## config.mk

```make
export PLATFORM = sky130hd
export DESIGN_NAME = coffee_brew_sequencer
export DESIGN_NICKNAME = d
export VERILOG_FILES = /design/src/rtl/coffee_brew_sequencer_pkg.sv /design/src/rtl/coffee_brew_sequencer_ms_tick_gen.sv /design/src/rtl/coffee_brew_sequencer.sv
export SDC_FILE = /design/constraint.sdc
export NUM_CORES = 1
export LEC_CHECK = 0
export ABC_AREA = 1
export CORE_ASPECT_RATIO = 1.75
export CORE_MARGIN = 2
export CORE_UTILIZATION = 35
export DETAILED_ROUTE_END_ITERATION = 6
export GPL_TIMING_DRIVEN = 0
export PLACE_DENSITY = 0.62
export SETUP_SLACK_MARGIN = 0.4
export SYNTH_ARGS = -nofsm -noshare
export SYNTH_HDL_FRONTEND = slang
export SYNTH_SLANG_ARGS = --single-unit
```

## constraint.sdc

```tcl
create_clock -name clk -period 2.2 [get_ports clk]
set_input_delay 0.44 -clock clk [delete_from_list [all_inputs] [get_ports clk]]
set_output_delay 0.44 -clock clk [all_outputs]
set_load 0.01 [all_outputs]
```

## src/rtl/coffee_brew_sequencer_pkg.sv

```systemverilog
// Shared types and constants for the coffee brew sequencer slice.
package coffee_pkg;

  typedef enum logic [3:0] {
    ST_IDLE     = 4'd0,
    ST_CUP_WAIT = 4'd1,
    ST_HEAT     = 4'd2,
    ST_GRIND    = 4'd3,
    ST_BREW     = 4'd4,
    ST_DRIP     = 4'd5,
    ST_DONE     = 4'd6,
    ST_REARM    = 4'd7,
    ST_FAULT    = 4'd8
  } state_t;

  localparam logic [2:0] FC_NONE         = 3'd0;
  localparam logic [2:0] FC_NO_CUP       = 3'd1;
  localparam logic [2:0] FC_HEAT_TIMEOUT = 3'd2;
  localparam logic [2:0] FC_WATER_LOW    = 3'd3;
  localparam logic [2:0] FC_CUP_REMOVED  = 3'd4;

  localparam int unsigned DEF_TICK_DIV        = 100000;
  localparam int unsigned DEF_GRIND_MS        = 3000;
  localparam int unsigned DEF_BREW_MS         = 5000;
  localparam int unsigned DEF_DRIP_MS         = 1000;
  localparam int unsigned DEF_CUP_TIMEOUT_MS  = 5000;
  localparam int unsigned DEF_HEAT_TIMEOUT_MS = 10000;

  // A phase of n ticks ends on the last tick of its n-th millisecond.
  function automatic logic phase_done(input logic tick, input logic [15:0] cnt,
                                      input int unsigned n);
    return tick && (cnt == 16'(n - 1));
  endfunction

endpackage

```

## src/rtl/coffee_brew_sequencer_ms_tick_gen.sv

```systemverilog
// Prescaler producing a 1-cycle tick every TICK_DIV clocks, restartable by clear.
module ms_tick_gen
  import coffee_pkg::*;
#(
  parameter int unsigned TICK_DIV = DEF_TICK_DIV
) (
  input  logic clk,
  input  logic reset,
  input  logic clear,
  output logic tick
);

  localparam int W = $clog2(TICK_DIV);

  logic [W-1:0] count;

  assign tick = (count == W'(TICK_DIV - 1));

  // Count clocks, wrapping on tick; clear restarts the millisecond from zero.
  always_ff @(posedge clk) begin
    if (reset || clear) begin
      count <= '0;
    end else if (tick) begin
      count <= '0;
    end else begin
      count <= count + 1'b1;
    end
  end

endmodule

```

## src/rtl/coffee_brew_sequencer.sv

```systemverilog
// Sequences cup check, heating, grinding, pumping and drip for one cup per request.
module coffee_brew_sequencer
  import coffee_pkg::*;
#(
  parameter int unsigned TICK_DIV        = DEF_TICK_DIV,
  parameter int unsigned GRIND_MS        = DEF_GRIND_MS,
  parameter int unsigned BREW_MS         = DEF_BREW_MS,
  parameter int unsigned DRIP_MS         = DEF_DRIP_MS,
  parameter int unsigned CUP_TIMEOUT_MS  = DEF_CUP_TIMEOUT_MS,
  parameter int unsigned HEAT_TIMEOUT_MS = DEF_HEAT_TIMEOUT_MS
) (
  input  logic       clk,
  input  logic       reset,
  input  logic       brew_req,
  input  logic       cup_present,
  input  logic       temp_ok,
  input  logic       water_ok,
  input  logic       fault_clr,
  output logic       heater_on,
  output logic       grinder_on,
  output logic       pump_on,
  output logic       coffee_out,
  output logic       busy,
  output logic       fault,
  output logic [2:0] fault_code
);

  state_t      state;
  state_t      next_state;
  logic [2:0]  next_code;
  logic        state_change;
  logic        tick;
  logic [15:0] cnt;

  assign state_change = (next_state != state);

  ms_tick_gen #(.TICK_DIV(TICK_DIV)) u_tick (
    .clk   (clk),
    .reset (reset),
    .clear (state_change),
    .tick  (tick)
  );

  // Millisecond counter for the current phase; restarts whenever the state moves.
  always_ff @(posedge clk) begin
    if (reset || state_change) begin
      cnt <= '0;
    end else if (tick) begin
      cnt <= cnt + 16'd1;
    end
  end

  // Next-state selection; abort beats faults, faults beat progress, progress beats timeout.
  always_comb begin
    next_state = state;
    next_code  = FC_NONE;
    case (state)
      ST_IDLE: begin
        if (brew_req) next_state = ST_CUP_WAIT;
      end
      ST_CUP_WAIT: begin
        if (!brew_req) begin
          next_state = ST_IDLE;
        end else if (cup_present) begin
          next_state = ST_HEAT;
        end else if (phase_done(tick, cnt, CUP_TIMEOUT_MS)) begin
          next_state = ST_FAULT;
          next_code  = FC_NO_CUP;
        end
      end
      ST_HEAT: begin
        if (!brew_req) begin
          next_state = ST_IDLE;
        end else if (!water_ok) begin
          next_state = ST_FAULT;
          next_code  = FC_WATER_LOW;
        end else if (!cup_present) begin
          next_state = ST_FAULT;
          next_code  = FC_CUP_REMOVED;
        end else if (temp_ok) begin
          next_state = ST_GRIND;
        end else if (phase_done(tick, cnt, HEAT_TIMEOUT_MS)) begin
          next_state = ST_FAULT;
          next_code  = FC_HEAT_TIMEOUT;
        end
      end
      ST_GRIND: begin
        if (!brew_req) begin
          next_state = ST_IDLE;
        end else if (!water_ok) begin
          next_state = ST_FAULT;
          next_code  = FC_WATER_LOW;
        end else if (!cup_present) begin
          next_state = ST_FAULT;
          next_code  = FC_CUP_REMOVED;
        end else if (phase_done(tick, cnt, GRIND_MS)) begin
          next_state = ST_BREW;
        end
      end
      ST_BREW: begin
        if (!brew_req) begin
          next_state = ST_IDLE;
        end else if (!water_ok) begin
          next_state = ST_FAULT;
          next_code  = FC_WATER_LOW;
        end else if (!cup_present) begin
          next_state = ST_FAULT;
          next_code  = FC_CUP_REMOVED;
        end else if (phase_done(tick, cnt, BREW_MS)) begin
          next_state = ST_DRIP;
        end
      end
      ST_DRIP: begin
        if (phase_done(tick, cnt, DRIP_MS)) next_state = ST_DONE;
      end
      ST_DONE: begin
        next_state = ST_REARM;
      end
      ST_REARM: begin
        if (!brew_req) next_state = ST_IDLE;
      end
      ST_FAULT: begin
        if (fault_clr && !brew_req) next_state = ST_IDLE;
      end
      default: begin
        next_state = ST_IDLE;
      end
    endcase
  end

  // State register.
  always_ff @(posedge clk) begin
    if (reset) begin
      state <= ST_IDLE;
    end else begin
      state <= next_state;
    end
  end

  // Outputs decoded from the incoming state so they switch on the same edge as the state.
  always_ff @(posedge clk) begin
    if (reset) begin
      heater_on  <= 1'b0;
      grinder_on <= 1'b0;
      pump_on    <= 1'b0;
      coffee_out <= 1'b0;
      busy       <= 1'b0;
      fault      <= 1'b0;
      fault_code <= FC_NONE;
    end else begin
      heater_on  <= (next_state == ST_HEAT) || (next_state == ST_GRIND) ||
                    (next_state == ST_BREW);
      grinder_on <= (next_state == ST_GRIND);
      pump_on    <= (next_state == ST_BREW);
      coffee_out <= (next_state == ST_DONE);
      busy       <= (next_state != ST_IDLE);
      fault      <= (next_state == ST_FAULT);
      if (next_state == ST_FAULT) begin
        if (state != ST_FAULT) fault_code <= next_code;
      end else begin
        fault_code <= FC_NONE;
      end
    end
  end

endmodule
```

---- Word-level counts from Yosys, hierarchy flattened ----
Index checks and enable logic that the tools add are counted.
word-level totals
  output and inout port bits .............. 9
  word-level logic and storage cells ...... 80
  bits in registers ....................... 46
operators by class
  reduce and logical (&&, ||, !) cells .... 14
  add/subtract/negate cells ............... 2
  eq/ne operators ......................... 20
  muxes and demuxes ....................... 33
  bitwise gates (word level) .............. 1
operators by type and width
  cell                                                    count
  2-to-1 mux 4 bit                                        20
  one-hot mux 4 bit (9 select lines)                      1
  equality test 4 x 3 -> 1 bit (second input constant)    6
  2-to-1 mux 3 bit                                        6
  adder 17 x 1 -> 17 bit (second input constant)          1
  equality test 17 bit (second input constant)            1
  adder 16 x 1 -> 16 bit (second input constant)          1
  equality test 16 x 10 -> 1 bit (second input constant)  1
  equality test 16 x 12 -> 1 bit (second input constant)  1
  equality test 16 x 13 -> 1 bit (second input constant)  1
  equality test 16 x 14 -> 1 bit (second input constant)  1
  equality test 4 x 2 -> 1 bit (second input constant)    4
  one-hot mux 3 bit (3 select lines)                      1
  equality test 4 bit (second input constant)             2
  OR reduction 2 bit                                      3
  logical AND 1 bit                                       5
  equality test 4 x 1 -> 1 bit (second input constant)    1
  zero test 4 bit                                         1
  2-to-1 mux 2 bit                                        2
  != test 4 bit                                           1
  != test 4 bit (second input constant)                   1
  nonzero test 4 bit                                      1
  logical OR 1 bit                                        3
  2-to-1 mux 1 bit                                        3
  other kinds (2)                                         2

---- Logic depth before layout (Yosys ltp) ----
Gate-level depths: netlist of the first run.
  depth in word-level cells ............... 11
  depth in mapped cells ................... 18
  mapped depth without buffers ............ 17

---- By module ----
From an unflattened synthesis of the first run, not the netlist that was laid out.
unflattened totals
  cells, all modules ...................... 395
  area total of the unflattened synthesis .. 2733.9 um^2
modules (own cells, without submodules)
  module                 times used  area an instance (um^2)  cells each
  coffee_brew_sequencer  1           1846.8                   263
  ms_tick_gen            1           887.1                    132

---- Least setup slack after synthesis of the first run ----
Ideal clock, no wire load.
  path type ............................... register to register
  start ................................... reg u_tick.count[0]
  end ..................................... reg u_tick.count[9]
  arrival time ............................ 2.041 ns
  data required time ...................... 2.079 ns
  path buffers ............................ 1
  setup slack ............................. 0.038 ns
  cell stages (with the launch flop) ...... 18
  cell sequence ........................... dfxtp_1 > ha_1 > nand3_2 > clkinv_1 > nand3_4 > nor2_8 > nand3_2 > nand2_1 > nand2_1 > nand2_1 > nand2_1 > nand2_1 > nand2_1 > nand2_1 > nand3_1 > nand3_4 > buf_8 > nor2_4
between the ends
  word-level cells in the longest chain between the ends .. 11
RTL lines
  item                                line                                     RTL
  start: declaration                  coffee_brew_sequencer_ms_tick_gen.sv:15  logic [W-1:0] count;
  start signal: assignment            coffee_brew_sequencer_ms_tick_gen.sv:26  count <= count + 1'b1;
  equality test 17 bit                coffee_brew_sequencer_ms_tick_gen.sv:17  assign tick = (count == W'(TICK_DIV - 1));
  logical AND 1 bit                   coffee_brew_sequencer_pkg.sv:32          return tick && (cnt == 16'(n - 1));
  2-to-1 mux 4 bit                    coffee_brew_sequencer.sv:82              end else if (phase_done(tick, cnt, HEAT_TIMEOUT_MS)) begin
  2-to-1 mux 4 bit                    coffee_brew_sequencer.sv:80              end else if (temp_ok) begin
  2-to-1 mux 4 bit                    coffee_brew_sequencer.sv:77              end else if (!cup_present) begin
  2-to-1 mux 4 bit                    coffee_brew_sequencer.sv:74              end else if (!water_ok) begin
  2-to-1 mux 4 bit                    coffee_brew_sequencer.sv:72              if (!brew_req) begin
  one-hot mux 4 bit (9 select lines)  coffee_brew_sequencer.sv:57              case (state)
  != test 4 bit                       coffee_brew_sequencer.sv:35              assign state_change = (next_state != state);
  logical OR 1 bit                    coffee_brew_sequencer_ms_tick_gen.sv:21  if (reset || clear) begin
  OR reduction 2 bit (no line)        n/a
Parallel ways exist; a longest one is shown, timed or not.
A chain may end at the register's enable or synchronous reset.

---- Final worst setup path of the first run ----
  start ................................... reg u_tick.count[1]
  end ..................................... reg u_tick.count[0]
between the ends
  word-level cells in the longest chain between the ends .. 11
RTL lines
  item                                line
  equality test 17 bit *              coffee_brew_sequencer_ms_tick_gen.sv:17
  logical AND 1 bit                   coffee_brew_sequencer_pkg.sv:32
  2-to-1 mux 4 bit                    coffee_brew_sequencer.sv:82
  2-to-1 mux 4 bit                    coffee_brew_sequencer.sv:80
  2-to-1 mux 4 bit                    coffee_brew_sequencer.sv:77
  2-to-1 mux 4 bit                    coffee_brew_sequencer.sv:74
  2-to-1 mux 4 bit                    coffee_brew_sequencer.sv:72
  one-hot mux 4 bit (9 select lines)  coffee_brew_sequencer.sv:57
  != test 4 bit                       coffee_brew_sequencer.sv:35
  logical OR 1 bit                    coffee_brew_sequencer_ms_tick_gen.sv:21
  OR reduction 2 bit (no line) *      n/a
Mark *: on every way between the ends. The rest lies on a longest branch, timed or not.

==> results of run 1 <==
==> metrics by stage <==
stage / TNS (ps) / hold WS, ps / instance area, um^2
after floorplan: 0 / 433 / 2730
after global placement: -4550 / 442 / 2990
after detailed placement: -4830 / 445 / 2990
after CTS: -265 / 495 / 3440
after global routing: -4550 / 559 / 3730
final: -67.8 / 504 / 3730
==> routing by layer <==
metal  routed length, um  vias up  GRT usage [%]
li1                    -     1238              -
met1                2080     1107           12.1
met2                3680       38           30.8
met3                 147       17           2.69
met4                 230        0           7.69
met5                   0        -              0
==> registers in the layout, summed over array words and instances (netlist names) <==
register	flops
coffee_out	1
busy	1
state	4
fault_code	3
grinder_on	1
fault	1
cnt	16
pump_on	1
u_tick.count	17
heater_on	1
==> kinds of logic (layout without fill, tap and decap cells) <==
kind of cell	Yosys count	in the layout	synth area share, %
mux	1	1	0.374
compound gates	22	22	4.72
fa+ha+maj	2	2	0.935
flops	46	46	34.4
xor+xnor	27	27	8.84
buf+inv	69	119	10.4
simple gates	205	206	40.3
==> area by class of cell <==
class | count | area share [%]
plain buffers | 3 | 1.21
clock buffers | 5 | 3.35
clock inverters | 3 | 0.570
inverters | 66 | 6.77
multi-input cells | 258 | 48.7
flip-flops and latches | 46 | 25.2
well taps | 88 | 2.95
repair buffers | 42 | 11.3
==> power groups by stage <==
stage / Clock, mW / Combinational [mW] / Sequential, mW
floorplan: 0 / 0.0897 / 0.868
finish: 0.761 / 0.210 / 0.849
detailed placement: 0 / 0.126 / 0.869
global placement: 0 / 0.125 / 0.869
CTS: 0.778 / 0.178 / 0.848
global route: 0.813 / 0.226 / 0.849
==> placed cells by master, fill, tap and decap left out, types with 2 or more instances in the layout <==
cell type / count
nand3_4: 5
nand3_1: 15
a32oi_1: 2
nor2_2: 18
buf_12: 2
a21oi_2: 2
a21oi_1: 11
o21ai_1: 3
buf_4: 17
nor4_1: 2
ha_4: 2
xnor2_1: 4
nand3_2: 6
nor2_1: 32
nand2_1: 58
dfxtp_2: 14
nand2_4: 5
clkinv_4: 2
nor3_4: 2
nor3_2: 5
clkbuf_16: 6
buf_6: 8
inv_1: 49
inv_2: 15
nor2_4: 32
nand4_1: 4
dfxtp_1: 31
xor2_1: 22
clkdlybuf4s50_1: 15
nor3_1: 3
nand2_2: 16
==> worst min path at each step <==
stage,endpoint,start,slack (ps),depth (start not counted)
final,fault_code[1]$_SDFFE_PP0P_,fault_code[1]$_SDFFE_PP0P_,500,2
after global routing,fault_code[2]$_SDFFE_PP0P_,fault_code[2]$_SDFFE_PP0P_,560,2
after CTS,fault_code[1]$_SDFFE_PP0P_,fault_code[1]$_SDFFE_PP0P_,500,2
after detailed placement,u_tick.count[0]$_SDFF_PP0_,u_tick.count[0]$_SDFF_PP0_,440,1
after global placement,u_tick.count[0]$_SDFF_PP0_,u_tick.count[0]$_SDFF_PP0_,440,1
after floorplan,u_tick.count[0]$_SDFF_PP0_,u_tick.count[0]$_SDFF_PP0_,430,1
==> worst register-to-register path, stage by stage, from the launching register on <==
cell and delay, ps:
dfxtp_2 350, ha_4 160, nand3_4 100, clkinv_4 60
nand3_4 110, nor2_8 160, nand3_4 100, nand2_2 70
nand2_2 60, nand2_4 90, nand2_4 60, nand2_2 50
nand2_2 40, nor2_2 110, nand2_2 70, nor2_4 160
nand3_4 150, clkbuf_16 210, nor2_4 60
==> what timing repair did <==
item / 4_1_cts / 5_1_grt
cloned: 2 / 1
endpoints found under the setup margin: 43 / 44
resized for setup: 37 / 68
buffers inserted: 18 / 7
hold endpoints to repair: 0 / 0
pin swaps: 6 / 29
==> reports/results.env, run 1 <==
RUN_STATUS='complete, but fails checks'
FAILED_CHECKS='setup timing'
DETAIL_ROUTE.FIRST_PASS.ITERATIONS=4
POST-ROUTE-UTIL_PCT=49.7
MAXCLOCKFREQUENCY_MHz=451
POSTROUTEWIRELENGTH_UM=6140
START_UTIL_PCT=35.6
RSZ0062_AT_GRT='yes'
CTS_TREE='yes'
LAYOUT-DRIVE-GT1-SHARE_PCT=39.2
REG2REG_TO='u_tick.count[0]$_SDFF_PP0_'
CRITICALPATHCATEGORY='reg -> reg'
FINALNETCOUNT=431
CRIT_END='u_tick.count[0]$_SDFF_PP0_'
POST-ROUTE-MIN-PERIOD_PS=2220
DIE_HEIGHT_UM=120
POSTSYNTHCELLCOUNT=372
POWER.DENSITY_nW_PER_UM2=487
CLK-INSERTION-DELAY-LATE_PS=290
GRT_UTIL_ALL_LAYERS_PCT=14.7
CRITICAL_PATH_REQUIRED_PS=2430
DOMINANTREGCELLSYNTH='dfxtp_1'
MULTI_INPUT_COMB_AREA_UM2=1820
FINAL_CELLS=511
DETAILED_PLACEMENT_WIRELENGTH_ESTIMATE_UM=4200
WORSTSETUPSTARTPOINT='u_tick.count[1]$_SDFF_PP0_'
DRT_FIRST_ITER_VIOLATIONS=46
SETUP.WORST_PATH.END_CLASS='flop'
CLOCK-ROOT-BUFFER='clkbuf_16'
DIE-AREA_UM2=8390
SYNTH.TOP_CELL.AREA_SHARE_PCT=34.4
POST-ROUTE-WORST-SETUP-SLACK_PS=-17.9
CRITICAL-PATH-TOP-CELL-BY-COUNT='nand2_2'
POWER.SWITCHING_FRACTION_PCT=25.3
CRITICAL_PATH.CELL_CHAIN='ha_4 > nand3_4 > clkinv_4 > nand3_4 > nor2_8 > nand3_4 > nand2_2 > nand2_2 > nand2_4 > nand2_4 > nand2_2 > nand2_2 > nor2_2 > nand2_2 > nor2_4 > nand3_4 > clkbuf_16 > nor2_4'
GRT_ANTENNA_BEFORE_REPAIR=0
NUM_VIAS=2400
VIA_COUNT_OF_THE_FIRST_GLOBAL_ROUTING_PASS=2393
SYNTH-WARNING-COUNT=0
POSTSYNTHREGISTERBITS=46
SYN-CELL-AREA_UM2=2680
SETUP_VIOL=5
CRITICAL-PATH-SLOWEST-CELL='dfxtp_2'
CTS_HTREE_LEVELS=2
SHARE_OF_SYNTHESIZED_FLIP_FLOPS_WITH_AN_ASYNCHRONOUS_SET_OR_RESET_PCT=0
FF_LATCH_AREA_UM2=942
BUF_INV_ON_CP=2
SYNTH_SEQ_AREA_SHARE_PCT=34.4
CLKSINKCOUNT=46
NUMBER_OF_ENABLE_FLIP_FLOP_CELLS_AFTER_SYNTHESIS=0
PRECTSSETUPSLACK_PS=-216
SWITCHING_COMPONENT_OF_THE_POWER_mW=0.460
YS_TYPES=33
ANTENNA_CELLS=0
FINAL.FILL_COUNT=680
CORE_REGION_AREA_UM2=7510
PWR-SHARE-SEQ_PCT=46.7
GRT_START_MAX_NET_PINS=16
LARGEST_AREA_CONTRIBUTOR_IN_THE_NETLIST='dfxtp_1'
GRT-OVFL-TOTAL=0
SYN_NETS=381
POSTSYNTHAREAPERCELL_UM2=7.19
CRIT_PATH_MAX_FANOUT=5
YOSYS.CELL_COUNT.TOP_TYPE='nand2_1'
CTS.REPORTEDPATHS.CLKPINSLEW_PS=70
CELLINTERNALPOWER_mW=1.36
SLEW_HEADROOM_PCT=78.6
CRITICAL_PATH_ARRIVAL_PS=2450
PORT_BUFFERS=15
DRT-WIRELENGTH-PER-CELL_UM=12.0
TIMING.CRITICAL_PATH.FROM_TYPE='flop'
PATH_DEPTH=18
PWR-SHARE-CLK_PCT=41.8
HOLD_BUFFERS=0
FINCLKSKEW_PS=7.08
IR_DROP_V=0.000403
DRT_DRC_VIOLATIONS_LEFT=0
LIST_OF_MOST_FREQUENT_POST_SYNTHESIS_CELLS='nand2_1 (75), inv_1 (54), nor2_1 (51), dfxtp_1 (46), xor2_1 (23)'
R2R.WORST_PATH.CELLS=18
MIN_PATH_TYPE='reg -> reg'
FINAL-HOLD-VIOLATION-COUNT=0
ANTENNA_VIOLATING_NETS_POST_ROUTE=0
SYNTH_TOP_CELLS_BY_AREA='dfxtp_1 (34%), nand2_1 (11%), inv_1 (7.6%)'
PLACED_CELLS=475
TIGHTESTPINTRANSITION_PS=318
COMBINATIONAL_CELL_FRACTION_OF_TOTAL_POWER_PCT=11.5
POST-ROUTE-PERIOD-UTIL_PCT=101
POWER_mW=1.82
GPL.FINAL_WEIGHTED_CONGESTION=0.837
REG2REG_FROM='u_tick.count[1]$_SDFF_PP0_'
POWER.LEAKAGE_nW=1.41
MAX-CLOCK-PATH-BUFFERS=2
CTS_BUFFERS=5
POST_DRT_VIA_CELL_RATIO=4.70
MAX_CAP_VIOLATION_COUNT=0
TIMING.REG2REG.SETUP_SLACK_PS=-20
MAXSLEWVIOLCOUNT=0
STD_CELL_ROWS=42
SYNTH_TO_FINAL_AREA_CHANGE_PCT=39.6
CRIT_PATH_LEADING_DELAY_FAMILY='simple AND/OR/NAND/NOR gates'
MAX_STAGE_DELAY_PS=350
DIEWIDTH_UM=70.1
GRT_PASS1_WL_UM=9860
IOPINCOUNT=16
Note: power is estimated with default switching activity, not from simulation.
==> run 2: changes to the inputs <==
==> constraint.sdc (replaced) <==
create_clock -name clk -period 1.9 [get_ports clk]
set_input_delay 0.38 -clock clk [delete_from_list [all_inputs] [get_ports clk]]
set_output_delay 0.38 -clock clk [all_outputs]
set_load 0.01 [all_outputs]
==> run 2 against run 1 <==
Effect of this change:
- the flow still finishes with violations (setup timing)
- setup slack lost 320 ps
- sequential power grew 16%
- routed wire length grew 0.85%
- global-route usage grew 0.78 points
- register-to-register slack lost 320 ps
- critical path depth is the same
- via count grew 1.7%
- sequential share of layout area shrank 0.15 points
- power grew 16%
- worst hold slack lost 25 ps
- cell count grew 0.98%
- critical endpoint is now cnt[4]$_SDFFE_PP0P_
- largest cell class unchanged
- largest power group unchanged
==> reports/results.env, run 2 (synthesized netlist as in run 1, its figures left out) <==
POST-ROUTE-MIN-PERIOD_PS=2240  # was 2220 ps
MET1_LENGTH_UM=2130  # was 2080 um
MIN_PATH_TYPE='reg -> reg'  # unchanged
POWER.LEAKAGE_nW=1.50  # was 1.41 nW
SYNTH_TO_FINAL_AREA_CHANGE_PCT=40.0  # was 39.6%
DRT_DRC_VIOLATIONS_LEFT=0  # unchanged
TIGHTESTPINTRANSITION_PS=419  # was 318 ps
IR_DROP_V=0.000390  # was 0.000403 V
WL_MET3_UM=130  # was 147 um
DIE_HEIGHT_UM=120  # unchanged
DETAILED_PLACEMENT_WIRELENGTH_ESTIMATE_UM=4300  # was 4200 um
STD_CELL_ROWS=42  # unchanged
TOP_REGISTER='u_tick.count'  # unchanged
START_UTIL_PCT=35.6  # unchanged
LAYOUT_TOP_REGISTERS='u_tick.count: 17 flops, cnt: 16 flops, state: 4 flops'  # unchanged
FAILED_CHECKS='setup timing'  # unchanged
CTS_TREE='yes'  # unchanged
NUM_VIAS=2441  # was 2400
FINALNETCOUNT=436  # was 431
FINAL.FILL_COUNT=708  # was 680
TIMING.HOLD.WS_PS=479  # was 504 ps
CRITICAL_PATH_REQUIRED_PS=2120  # was 2430 ps
IOPINCOUNT=16  # unchanged
CRITICALPATHCATEGORY='reg -> reg'  # unchanged
TIMING.CRITICAL_PATH.FROM_TYPE='flop'  # unchanged
POWER.DENSITY_nW_PER_UM2=562  # was 487 nW/um^2
RSZ0062_AT_GRT='yes'  # unchanged
FINCLKSKEW_PS=6.17  # was 7.08 ps
LAYOUT.CELLS.MOST_COMMON_LIST='nand2_1 (58), inv_1 (51), nor2_1 (33), dfxtp_1 (33), nor2_4 (30)'  # was nand2_1 (58), inv_1 (49), nor2_1 (32), nor2_4 (32), dfxtp_1 (31)
TOP_LAYER_USED='met4'  # unchanged
ANTENNA_VIOLATING_NETS_POST_ROUTE=0  # unchanged
DIE-AREA_UM2=8390  # unchanged
POSTROUTEWIRELENGTH_UM=6190  # was 6140 um
POWER_mW=2.10  # was 1.82 mW
GRT_START_MAX_NET_PINS=16  # unchanged
CRIT_PATH_MAX_FANOUT=8  # was 5
CTS_BUFFERS=5  # unchanged
DRT_FIRST_ITER_VIOLATIONS=39  # was 46
MAXCLOCKFREQUENCY_MHz=446  # was 451 MHz
SETUP_VIOL=43  # was 5
PORT_BUFFERS=15  # unchanged
POST-ROUTE-PERIOD-UTIL_PCT=118  # was 101%
CTS_HTREE_LEVELS=2  # unchanged
GRT-OVFL-TOTAL=0  # unchanged
FINAL_CELLS=516  # was 511
GRT_UTIL_ALL_LAYERS_PCT=15.4  # was 14.7%
PLACED_CELLS=475  # unchanged
CTS.REPORTEDPATHS.CLKPINSLEW_PS=70  # about the same
SETUP.WORST_PATH.END_CLASS='flop'  # unchanged
CLKSINKCOUNT=46  # unchanged
LAYOUT-DRIVE-GT1-SHARE_PCT=37.9  # was 39.2%
POST-ROUTE-WORST-SETUP-SLACK_PS=-341  # was -17.9 ps
HOLD_BUFFERS=0  # unchanged
DRT-WIRELENGTH-PER-CELL_UM=12.0  # about the same
GRT_PASS1_WL_UM=10400  # was 9860 um
MAXSLEWVIOLCOUNT=0  # unchanged
MAX-CLOCK-PATH-BUFFERS=2  # unchanged
RUN_STATUS='complete, but fails checks'  # unchanged
GRT_ANTENNA_BEFORE_REPAIR=0  # unchanged
MET2WIRELENGTH_UM=3760  # was 3680 um
CORE_REGION_AREA_UM2=7510  # unchanged
ANTENNA_CELLS=0  # unchanged
DETAIL_ROUTE.FIRST_PASS.ITERATIONS=4  # unchanged
POST_DRT_VIA_CELL_RATIO=4.73  # was 4.70
CRITICAL_PATH_ARRIVAL_PS=2470  # was 2450 ps
MAX_CAP_VIOLATION_COUNT=0  # unchanged
DIEWIDTH_UM=70.1  # unchanged
LARGEST_REGISTER_FF_COUNT=17  # unchanged
VIA_COUNT_OF_THE_FIRST_GLOBAL_ROUTING_PASS=2545  # was 2393
CLOCK-ROOT-BUFFER='clkbuf_16'  # unchanged
FINAL-HOLD-VIOLATION-COUNT=0  # unchanged
LAYOUT.CELLS.MOST_COMMON='nand2_1'  # unchanged
CLK-INSERTION-DELAY-LATE_PS=290  # about the same
GPL.FINAL_WEIGHTED_CONGESTION=0.839  # was 0.837
SLEW_HEADROOM_PCT=72.0  # was 78.6%
PRECTSSETUPSLACK_PS=-479  # was -216 ps
run 2: where the power goes:
part | switching (mW) | internal [mW]
combinational | 0.132 | 0.116
clock | 0.386 | 0.487
sequential | 0.0101 | 0.973
total | 0.528 | 1.58
run 2: final cells by class:
| type | count | area (um^2) | share of cell area, % |
|---|---|---|---|
| multi-input cells | 257 | 1800 | 48.0 |
| flip-flops and latches | 46 | 940 | 25.1 |
| repair buffers | 48 | 450 | 12.0 |
| inverters | 66 | 255 | 6.81 |
| clock buffers | 5 | 125 | 3.34 |
| well taps | 88 | 110 | 2.94 |
| plain buffers | 3 | 47.5 | 1.27 |
| clock inverters | 3 | 21.3 | 0.568 |
run 2: layer usage:
layer,track usage [%],vias to the layer above
met1,13.1,1147
met3,3.02,14
li1,-,1253
met4,9.25,0
met5,0,-
met2,31.4,27
run 2: repair_timing:
item,in CTS,in global routing
cloned,1,1
setup buffers,25,6
pin swaps,18,8
setup endpoints to repair,55,46
gates resized for setup,66,38
run 2: critical path: stages, from the launching register on:
cell and delay (ps):
dfxtp_1 330, inv_2 100, nand2_1 70, nor2_2 140, nand3_4 120, nor2_8 170
buf_4 130, nand2_1 50, a21oi_1 120, nand2_1 90, nand2_2 80, nand2_2 70
nand2_2 70, nand2_2 60, nor2_4 120, buf_6 130, nand2_8 70, clkbuf_16 170
nor2_2 70
run 2: through the flow:
step                      util (%)  TNS (ps)  area [um^2]
after floorplan                  -     -2290         2730
after global placement        39.8    -12800         2990
after detailed placement      39.8    -13710         2990
after CTS                     47.1     -8980         3540
after global routing          49.9    -18070         3750
final                         49.9    -10610         3750
run 2: final timing paths:
| check | startpoint | to | slack [ps] | depth (start not counted) |
|---|---|---|---|---|
| setup / recovery | u_tick.count[5]$_SDFF_PP0_ | cnt[4]$_SDFFE_PP0P_ | -340 | 18 |
| setup reg to reg | u_tick.count[5]$_SDFF_PP0_ | cnt[4]$_SDFFE_PP0P_ | -340 | 18 |
| hold reg to reg | fault_code[2]$_SDFFE_PP0P_ | fault_code[2]$_SDFFE_PP0P_ | 480 | 2 |
| hold / removal | fault_code[2]$_SDFFE_PP0P_ | fault_code[2]$_SDFFE_PP0P_ | 480 | 2 |
==> run 3: changes to the inputs <==
--- a/config.mk
+++ b/config.mk
@@ -6,12 +6,14 @@
 export NUM_CORES = 1
 export LEC_CHECK = 0
 export ABC_AREA = 1
+export CAP_MARGIN = 20
 export CORE_ASPECT_RATIO = 1.75
 export CORE_MARGIN = 2
 export CORE_UTILIZATION = 35
 export DETAILED_ROUTE_END_ITERATION = 6
+export DONT_BUFFER_PORTS = 1
 export GPL_TIMING_DRIVEN = 0
-export PLACE_DENSITY = 0.62
+export PLACE_DENSITY = 0.57
 export SETUP_SLACK_MARGIN = 0.4
 export SYNTH_ARGS = -nofsm -noshare
 export SYNTH_HDL_FRONTEND = slang
==> constraint.sdc (replaced) <==
create_clock -name clk -period 2.55 [get_ports clk]
set_input_delay 0.51 -clock clk [delete_from_list [all_inputs] [get_ports clk]]
set_output_delay 0.51 -clock clk [all_outputs]
set_load 0.01 [all_outputs]
==> run 3 against run 2 <==
Effect of this change:
- the run now ends clean
- sequential power fell by 26%
- via count fell by 6.4%
- global-route usage decreased by 0.29 points
- non-clock buffer count is 27 lower
- power down 26%
- cell count decreased by 5.0%
- utilization fell by 3.8 points
- maximum frequency is 1.1% lower
- critical endpoint is now u_tick.count[6]$_SDFF_PP0_
- largest cell class unchanged
==> reports/results.env, run 3 (synthesized netlist as in run 1, its figures left out) <==
RUN_STATUS='complete, no violations'  # was complete, but fails checks
CLKSINKCOUNT=46  # unchanged
FINALNETCOUNT=410  # was 436
START_UTIL_PCT=35.6  # unchanged
POWER.SWITCHING_FRACTION_PCT=25.4  # was 25.1%
POWER.LEAKAGE_nW=1.30  # was 1.50 nW
LAYOUT.CELLS.MOST_COMMON='nand2_1'  # unchanged
PWR-SHARE-SEQ_PCT=46.8  # was 46.7%
TIMING.HOLD.WS_PS=268  # was 479 ps
CRITICAL_PATH_REQUIRED_PS=2780  # was 2120 ps
DRT_DRC_VIOLATIONS_LEFT=0  # unchanged
SETUP_VIOL=0  # was 43
SETUP.WORST_PATH.END_CLASS='flop'  # unchanged
TIMING.CRITICAL_PATH.FROM_TYPE='flop'  # unchanged
DIEWIDTH_UM=70.1  # unchanged
IR_DROP_V=0.000427  # was 0.000390 V
MAXSLEWVIOLCOUNT=0  # unchanged
STD_CELL_ROWS=42  # unchanged
PWR-SHARE-CLK_PCT=43.0  # was 41.5%
MIN_PATH_TYPE='in -> reg'  # was reg -> reg
GRT_UTIL_ALL_LAYERS_PCT=15.2  # was 15.4%
CTS_TREE='yes'  # unchanged
IOPINCOUNT=16  # unchanged
CTS.REPORTEDPATHS.CLKPINSLEW_PS=70  # about the same
MAX_STAGE_DELAY_PS=360  # was 330 ps
FINAL.FILL_COUNT=742  # was 708
SWITCHING_COMPONENT_OF_THE_POWER_mW=0.398  # was 0.528 mW
CELLINTERNALPOWER_mW=1.17  # was 1.58 mW
MULTI_INPUT_COMB_AREA_UM2=1750  # was 1800 um^2
SLEW_HEADROOM_PCT=71.4  # was 72.0%
BUF_INV_ON_CP=3  # was 4
PORT_BUFFERS=0  # was 15
REG2REG_FROM='u_tick.count[0]$_SDFF_PP0_'  # was u_tick.count[5]$_SDFF_PP0_
CRITICAL_PATH_ARRIVAL_PS=2500  # was 2470 ps
LAYOUT-DRIVE-GT1-SHARE_PCT=34.6  # was 37.9%
R2R.WORST_PATH.CELLS=15  # was 18
TIMING.SETUP.TNS_PS=0  # was -10610 ps
CTS_HTREE_LEVELS=2  # unchanged
SYNTH_TO_FINAL_AREA_CHANGE_PCT=29.4  # was 40.0%
RSZ0062_AT_GRT='yes'  # unchanged
LARGEST_REGISTER_FF_COUNT=17  # unchanged
CRIT_PATH_LEADING_DELAY_FAMILY='simple AND/OR/NAND/NOR gates'  # unchanged
GRT-OVFL-TOTAL=0  # unchanged
TIMING.REG2REG.SETUP_SLACK_PS=280  # was -340 ps
TOP_REGISTER='u_tick.count'  # unchanged
DETAIL_ROUTE.FIRST_PASS.ITERATIONS=4  # unchanged
CRITICAL-PATH-TOP-CELL-BY-COUNT='nand3_4'  # was nand2_2
GRT_ANTENNA_BEFORE_REPAIR=0  # unchanged
POSTROUTEWIRELENGTH_UM=6080  # was 6190 um
CRITICALPATHCATEGORY='reg -> reg'  # unchanged
FF_LATCH_AREA_UM2=941  # was 940 um^2
GPL.FINAL_WEIGHTED_CONGESTION=0.819  # was 0.839
MAX-CLOCK-PATH-BUFFERS=2  # unchanged
HOLDPATHSTAGES=1  # was 2
POST-ROUTE-MIN-PERIOD_PS=2270  # was 2240 ps
DIE_HEIGHT_UM=120  # unchanged
POWER.DENSITY_nW_PER_UM2=452  # was 562 nW/um^2
CLOCK-ROOT-BUFFER='clkbuf_16'  # unchanged
DIE-AREA_UM2=8390  # unchanged
MAXCLOCKFREQUENCY_MHz=441  # was 446 MHz
CRIT_PATH_MAX_FANOUT=6  # was 8
HOLD-PATH-ENDPOINT='state[1]$_SDFF_PP0_'  # was fault_code[2]$_SDFFE_PP0P_
TIGHTESTPINTRANSITION_PS=428  # was 419 ps
DRT_FIRST_ITER_VIOLATIONS=37  # was 39
DRT-WIRELENGTH-PER-CELL_UM=12.4  # was 12.0 um
VIA_COUNT_OF_THE_FIRST_GLOBAL_ROUTING_PASS=2344  # was 2545
REG2REG_TO='u_tick.count[6]$_SDFF_PP0_'  # was cnt[4]$_SDFFE_PP0P_
LAYOUT.CELLS.MOST_COMMON_LIST='nand2_1 (67), inv_1 (51), nor2_1 (36)'  # was nand2_1 (58), inv_1 (51), nor2_1 (33), dfxtp_1 (33), nor2_4 (30)
DETAILED_PLACEMENT_WIRELENGTH_ESTIMATE_UM=4140  # was 4300 um
FINCLKSKEW_PS=4.42  # was 6.17 ps
NUM_VIAS=2284  # was 2441
FINAL-HOLD-VIOLATION-COUNT=0  # unchanged
CRITICAL-PATH-SLOWEST-CELL='dfxtp_4'  # was dfxtp_1
WORST_HOLD_STARTPOINT='reset'  # was fault_code[2]$_SDFFE_PP0P_
COMBINATIONAL_CELL_FRACTION_OF_TOTAL_POWER_PCT=10.2  # was 11.8%
CRITICAL_PATH.CELL_CHAIN='ha_4 > nand3_4 > clkinv_4 > nand3_4 > nor2_8 > nand4_1 > a21oi_2 > nand2_1 > nand2_1 > nand2_2 > nor2_4 > buf_6 > nand3_4 > buf_4 > nor2_1'  # was inv_2 > nand2_1 > nor2_2 > nand3_4 > nor2_8 > buf_4 > nand2_1 > a21oi_1 > nand2_1 > nand2_2 > nand2_2 > nand2_2 > nand2_2 > nor2_4 > buf_6 > nand2_8 > clkbuf_16 > nor2_2
ANTENNA_CELLS=0  # unchanged
HOLD_BUFFERS=0  # unchanged
LAYOUT_TOP_REGISTERS='u_tick.count: 17 flops, cnt: 16 flops, state: 4 flops'  # unchanged
GRT_PASS1_WL_UM=10200  # was 10400 um
POST_DRT_VIA_CELL_RATIO=4.66  # was 4.73
CORE_REGION_AREA_UM2=7510  # unchanged
CLK-INSERTION-DELAY-LATE_PS=290  # about the same
CTS_BUFFERS=5  # unchanged
ANTENNA_VIOLATING_NETS_POST_ROUTE=0  # unchanged
MAX_CAP_VIOLATION_COUNT=0  # unchanged
POST-ROUTE-PERIOD-UTIL_PCT=88.8  # was 118%
GRT_START_MAX_NET_PINS=17  # was 16
## run 3: changes by cell type in the layout (fill, tap and decap cells not counted), sizes merged
cell and change:
inv +1, clkdlybuf4s50 -6, dlygate4sd2 -9, buf -10, clkinv -1, nor2 +1, clkbuf -2
## run 3: area by class of cell
cell class,instances,share of cell area (%)
multi-input cells,258,50.4
flip-flops and latches,46,27.2
inverters,66,7.30
repair buffers,21,6.25
clock buffers,5,3.62
well taps,88,3.18
plain buffers,3,1.30
clock inverters,3,0.723
## run 3: per-layer routing
metal | up-vias | wire (um) | global-route usage [%]
li1 | 1199 | - | -
met1 | 1046 | 2170 | 13.5
met2 | 28 | 3580 | 30.9
met3 | 11 | 140 | 2.85
met4 | 0 | 193 | 7.45
met5 | - | 0 | 0
## run 3: stage by stage
stage	power [mW]	worst slack, ps	utilization [%]	cells	instance area (um^2)
2_1_floorplan	0.824	406	-	372	2680
3_3_place_gp	0.839	52.4	37.1	460	2790
3_5_place_dp	0.840	52.8	37.1	460	2790
4_1_cts	1.56	224	43.1	484	3240
5_1_grt	1.63	84.1	46.1	490	3460
6_report	1.56	285	46.1	490	3460
## run 3: worst max-delay path by stage
stage | from | cells after the start | to
floorplan | u_tick.count[0]$_SDFF_PP0_ | 17 | u_tick.count[9]$_SDFF_PP0_
global placement | u_tick.count[0]$_SDFF_PP0_ | 17 | cnt[13]$_SDFFE_PP0P_
detailed placement | u_tick.count[0]$_SDFF_PP0_ | 17 | cnt[10]$_SDFFE_PP0P_
CTS | u_tick.count[1]$_SDFF_PP0_ | 19 | u_tick.count[1]$_SDFF_PP0_
global route | cnt[0]$_SDFFE_PP0P_ | 19 | u_tick.count[1]$_SDFF_PP0_
finish | u_tick.count[0]$_SDFF_PP0_ | 15 | u_tick.count[6]$_SDFF_PP0_
## run 3: power by group through the flow
stage                     clock, mW  sequential, mW  combinational [mW]
final                         0.672           0.732               0.159
after global routing          0.725           0.733               0.171
after CTS                     0.690           0.733               0.142
after detailed placement          0           0.749              0.0909
after global placement            0           0.749              0.0903
after floorplan                   0           0.747              0.0761
## run 3: repair_timing
| action | in CTS | in global routing |
|---|---|---|
| resized for setup | 40 | 48 |
| cloned | 3 | 0 |
| buffers inserted | 13 | 6 |
| setup endpoints to repair | 35 | 39 |
| pin swaps | 14 | 13 |
